**config.mk**
```make
export PLATFORM = sky130hd
export DESIGN_NAME = trace_capture_unit
export DESIGN_NICKNAME = d
export VERILOG_FILES = /design/src/rtl/trace_capture_unit.sv
export SDC_FILE = /design/constraint.sdc
export NUM_CORES = 1
export LEC_CHECK = 0
export BUFFER_PORTS_ARGS = -buffer_cell sky130_fd_sc_hd__buf_2
export CAP_MARGIN = 15
export CORE_MARGIN = 4
export CORE_UTILIZATION = 52
export CTS_BUF_LIST = sky130_fd_sc_hd__clkbuf_8
export DETAILED_ROUTE_END_ITERATION = 16
export GPL_TIMING_DRIVEN = 0
export PLACE_DENSITY = 0.69
export REMOVE_ABC_BUFFERS = 1
export SETUP_SLACK_MARGIN = 0.5
export SKIP_LAST_GASP = 1
export SLEW_MARGIN = 0
export SYNTH_ARGS = -nofsm -noshare
export SYNTH_HDL_FRONTEND = slang
export SYNTH_SLANG_ARGS = --single-unit
```
**constraint.sdc**
```tcl
create_clock -name clock -period 16.6 [get_ports clock]
set_input_delay 3.32 -clock clock [delete_from_list [all_inputs] [get_ports clock]]
set_output_delay 3.32 -clock clock [all_outputs]
set_load 0.01 [all_outputs]
```
**src/rtl/trace_capture_unit.sv**
```systemverilog
// Execution-trace recorder for a single-cycle RISC-V core: circular buffer of
// committed {PC, instruction, ALU result}, cycle/retire counters, halt freeze.
module trace_capture_unit #(
  parameter int          XLEN      = 32,
  parameter int          DEPTH     = 16,
  parameter int          CYC_W     = 32,
  parameter logic [31:0] HALT_INST = 32'hFE000EE3,
  parameter bit          HALT_STOP = 1'b1,
  localparam int         AW        = $clog2(DEPTH)
) (
  input  logic             clock,
  input  logic             reset,
  input  logic             enable,
  input  logic [XLEN-1:0]  pc_in,
  input  logic [31:0]      inst_in,
  input  logic [XLEN-1:0]  alu_in,
  input  logic             clear,
  input  logic             rd_req,
  input  logic [AW-1:0]    rd_idx,
  output logic             rd_valid,
  output logic [XLEN-1:0]  rd_pc,
  output logic [31:0]      rd_inst,
  output logic [XLEN-1:0]  rd_alu,
  output logic             rd_err,
  output logic             halted,
  output logic [AW:0]      entry_count,
  output logic [CYC_W-1:0] cycle_count,
  output logic [CYC_W-1:0] retired_count
);

  localparam int          ENT_W      = 2 * XLEN + 32;
  localparam logic [AW:0] FULL_COUNT = (AW + 1)'(DEPTH);

  typedef enum logic {RUN, HALTED} state_t;

  state_t           state_reg, state_next;
  logic [AW-1:0]    wr_ptr_reg, wr_ptr_next;
  logic [AW:0]      entry_count_reg, entry_count_next;
  logic [CYC_W-1:0] cycle_count_reg, cycle_count_next;
  logic [CYC_W-1:0] retired_count_reg, retired_count_next;

  logic             counting;
  logic             capture;
  logic             buf_full;
  logic [AW-1:0]    oldest;
  logic [AW-1:0]    rd_slot;
  logic             rd_oob;

  logic [ENT_W-1:0] trace_mem [DEPTH];
  logic [ENT_W-1:0] rd_word_reg;
  logic             rd_valid_reg;
  logic             rd_err_reg;
  logic             rd_zero_reg;

  // With HALT_STOP=0 the HALTED state is only a flag; recording keeps going.
  assign counting = (state_reg == RUN) || (HALT_STOP == 1'b0);
  assign capture  = enable && !clear && counting;
  assign buf_full = (entry_count_reg == FULL_COUNT);
  assign oldest   = buf_full ? wr_ptr_reg : '0;
  assign rd_slot  = oldest + rd_idx;
  assign rd_oob   = ({1'b0, rd_idx} >= entry_count_reg);

  always_comb begin
    state_next         = state_reg;
    wr_ptr_next        = wr_ptr_reg;
    entry_count_next   = entry_count_reg;
    cycle_count_next   = cycle_count_reg;
    retired_count_next = retired_count_reg;
    if (clear) begin
      state_next         = RUN;
      wr_ptr_next        = '0;
      entry_count_next   = '0;
      cycle_count_next   = '0;
      retired_count_next = '0;
    end else begin
      if (state_reg == RUN && enable && inst_in == HALT_INST)
        state_next = HALTED;
      if (counting && cycle_count_reg != '1)
        cycle_count_next = cycle_count_reg + 1'b1;
      if (capture) begin
        wr_ptr_next = wr_ptr_reg + 1'b1;
        if (!buf_full)
          entry_count_next = entry_count_reg + 1'b1;
        if (retired_count_reg != '1)
          retired_count_next = retired_count_reg + 1'b1;
      end
    end
  end

  always_ff @(posedge clock) begin
    if (reset) begin
      state_reg         <= RUN;
      wr_ptr_reg        <= '0;
      entry_count_reg   <= '0;
      cycle_count_reg   <= '0;
      retired_count_reg <= '0;
    end else begin
      state_reg         <= state_next;
      wr_ptr_reg        <= wr_ptr_next;
      entry_count_reg   <= entry_count_next;
      cycle_count_reg   <= cycle_count_next;
      retired_count_reg <= retired_count_next;
    end
  end

  // Storage and its read register stay reset-free so they map onto block RAM;
  // a same-slot read/write returns the old word (read-first).
  always_ff @(posedge clock) begin
    if (capture)
      trace_mem[wr_ptr_reg] <= {pc_in, inst_in, alu_in};
    if (rd_req)
      rd_word_reg <= trace_mem[rd_slot];
  end

  // rd_zero_reg masks the RAM word after reset and for out-of-range reads.
  always_ff @(posedge clock) begin
    if (reset) begin
      rd_valid_reg <= 1'b0;
      rd_err_reg   <= 1'b0;
      rd_zero_reg  <= 1'b1;
    end else begin
      rd_valid_reg <= rd_req;
      rd_err_reg   <= rd_req && rd_oob;
      if (rd_req)
        rd_zero_reg <= rd_oob;
    end
  end

  assign rd_valid      = rd_valid_reg;
  assign rd_err        = rd_err_reg;
  assign rd_pc         = rd_zero_reg ? '0 : rd_word_reg[ENT_W-1 -: XLEN];
  assign rd_inst       = rd_zero_reg ? '0 : rd_word_reg[XLEN +: 32];
  assign rd_alu        = rd_zero_reg ? '0 : rd_word_reg[XLEN-1:0];
  assign halted        = (state_reg == HALTED);
  assign entry_count   = entry_count_reg;
  assign cycle_count   = cycle_count_reg;
  assign retired_count = retired_count_reg;

endmodule

```
==> run metrics <==
status=finished, final reports clean; drt drc=0; wl on met1=61.1 mm; total track usage=0.231; synthesized cell area=65700 µm²; Synthesis Warnings=0; count of final setup violators=0; net total in the final layout=3935; commonest non-fill, non-tap cell in the layout=edfxtp_1; Post-CTS Setup Bufs=0; clock root cell=clkbuf_8; via count=33900; worst path buffer plus inverter count=8; fraction of layout cells with a size suffix above 1=0.295; Final Cycle Share=0.365; CP startpoint kind=primary input; Num CTS Buffers=290; Cell variety after synth=54; Placement Cell Area=71700 µm²; I/O pin total=273; CORE AREA=126000 µm²; Slowest-stage cell, CP=nor3_2; Clock transition at path regs=0.06 ns; Iter 0 DRT Violations=3094; post-detailed-route count of antenna-violating nets=0; WS Path Type=in2reg; met3 WL post-DR=11.4 mm; placed insts=5171; FMAX=165 MHz; num rows=130; WL/cell=26.8 µm; initial antenna violation count=40; first-pass GRT wire length=224 mm; RSZ-0062 raised after global routing=no; vias in the first global route=34500; Post-CTS Resized=0; post-synthesis register bit count=1709; CP dominant cell by count=buf_6; largest net degree at the start of global routing=59; Die Y=364 µm; TritonCTS clock tree=yes; Clock Skews=0.0513 ns; Rel. slew slack=0.279; Mapped Cells=3265; die width=364 µm; crit-path leading delay family=simple AND/OR/NAND/NOR gates; final WL=152 mm; Final HPWL DP=92.6 mm; CP Capture Type=flip-flop; Area Overhead vs Synth=16.5%; critical path data arrival time=6.72 ns; Power Density=110 nW/µm²; Post-synth EDFFs=1632; asr flop ratio synth=0; routed wl met2=75.8 mm; Pins Over Slew Limit=0; fin crit period=6.06 ns; initial cell density of the core=0.524; Worst Hold Class=reg2reg; leakage=25.2 nW; die area=132000 µm²; CTS sink cnt=1709; register area share after synthesis=0.769; Top Metal Used=met5; Routability Congestion=0.793; Port Buffer Count=272; max FFs per register=1536; grt total ovfl=0; vias per cell=5.97; TritonRoute pass-1 iters=8; synthesized area per cell=20.1 µm²; Post-Layout Inst Area=76600 µm²; highest fanout seen on the critical path=9; crit-path cells=buf_2 > nor3b_1 > buf_2 > nand2_1 > nor3_2 > buf_6 > buf_6 > buf_6 > buf_6 > buf_6 > buf_6; max-cap violations=0; Worst-Margin Slew=1.08 ns; dominant synthesized flop cell=edfxtp_1; filler instances=8808; CTS Buffer Depth=4; Peak VDD IR=86.0 µV; Final Hold Fails=0; fin cells=5677; worst skew pair latency=0.98 ns; CTS Hold Bufs=0; commonest non-fill, non-tap cells in the layout=1632 x edfxtp_1, 384 x mux4_2, 297 x clkbuf_8, 272 x buf_2, 237 x nand2_1; Max H-tree Level=5; largest stage delay on the critical path=0.88 ns; Req. time, crit path=17.25 ns
-- synthesized netlist by cell type (2+ instances only) --
master     number  area, µm²
a211oi_1       98        736
a21oi_1        43        215
dfxtp_1        77       1540
and2_0          3       18.8
buf_6           3       33.8
o21a_1          3       22.5
a31oi_1       102        638
xnor2_1        13        114
nor2_1         53        199
or2_2           2       12.5
edfxtp_1     1632      49000
nor3_1         12       60.1
o31ai_1        11       82.6
o211ai_1        5       37.5
buf_1          15       56.3
nand4b_1        2       17.5
ha_1           15        188
o31a_1          3       26.3
nand2_1       237        890
nor4_1          8       50.1
o2111ai_1       2       17.5
or4_1          12       90.1
o21ai_0        28        140
and4_1         13        114
nor2b_1        97        607
nand4_1        26        163
or3_1          28        175
inv_1          10       37.5
nand2b_1        5       31.3
xor2_1         10       87.6
and3_1          3       18.8
and2_1        102        638
nand3_1        17       85.1
mux4_2        384       8650
a21o_1          4       30.0
clkbuf_1      122        458
buf_2          43        215
a41o_1          3       30.0
a31o_2          4       35.0
-- through the flow --
stage                     utilization  hold WS, ns  TNS [ns]  total power, W  worst slack, ns
final                           0.610        0.491         0         0.00843            10.54
after floorplan                     -        0.504   -262.26         0.00520            -2.73
after CTS                       0.610        0.493         0         0.00852            10.58
after global placement          0.545        0.476  -2710.84         0.00546           -10.11
after global routing            0.610        0.524         0         0.00877            10.43
after detailed placement        0.571        0.486         0         0.00527             9.54
-- final timing paths --
kind                                     start               end  slack, ns  depth (start not counted)
worst min-delay path            cycle_count[1]    cycle_count[1]       0.49                          2
worst max-delay path                    enable  trace_mem[2][86]      10.54                         11
worst min register to register  cycle_count[1]    cycle_count[1]       0.49                          2
worst max register to register  entry_count[0]   rd_word_reg[92]      11.81                         13
-- worst reg2reg max path, delay by kind of cell (launching register included) --
family,cells,cell delay [ns]
simple gates,3,0.64
compound gates,2,0.45
flops,1,0.44
fa+ha+maj,3,1.52
buf+inv,4,1.09
mux,1,0.39
-- routing by layer --
layer	global-route usage	vias to the layer above
li1	-	14600
met1	0.313	17700
met2	0.377	1325
met3	0.0526	272
met4	0.0765	20
met5	0	-
-- area by class of cell --
class / count / area [µm²] / area share
Clock buffer: 297 / 4090 / 0.0534
Antenna cell: 19 / 47.5 / 0.000621
Multi-Input combinational cell: 1363 / 14600 / 0.190
Inverter: 10 / 37.5 / 0.000490
Timing Repair Buffer: 440 / 4440 / 0.0580
Tap cell: 1650 / 2060 / 0.0269
Sequential cell: 1709 / 50600 / 0.660
Clock inverter: 189 / 812 / 0.0106
-- power by group --
part	total (W)	leakage, nW	internal, W	switching (W)
sequential	0.00477	15.4	0.00476	0.0000130
combinational	0.000399	6.96	0.000171	0.000228
clock	0.00326	2.84	0.00168	0.00158
-- kinds of logic (layout without fill, tap and decap cells) --
family | Yosys count | in the layout | synth area share
AO/OA/AOI/OAI | 309 | 309 | 0.0310
buffers and inverters | 193 | 936 | 0.0122
AND/OR/NAND/NOR | 629 | 629 | 0.0497
flip-flops | 1709 | 1709 | 0.769
multiplexers | 385 | 385 | 0.132
adder cells (fa/ha/maj) | 16 | 16 | 0.00316
other | 0 | 19 | 0
XOR/XNOR | 24 | 24 | 0.00343
No activity file was read; power rests on OpenSTA's default activity.
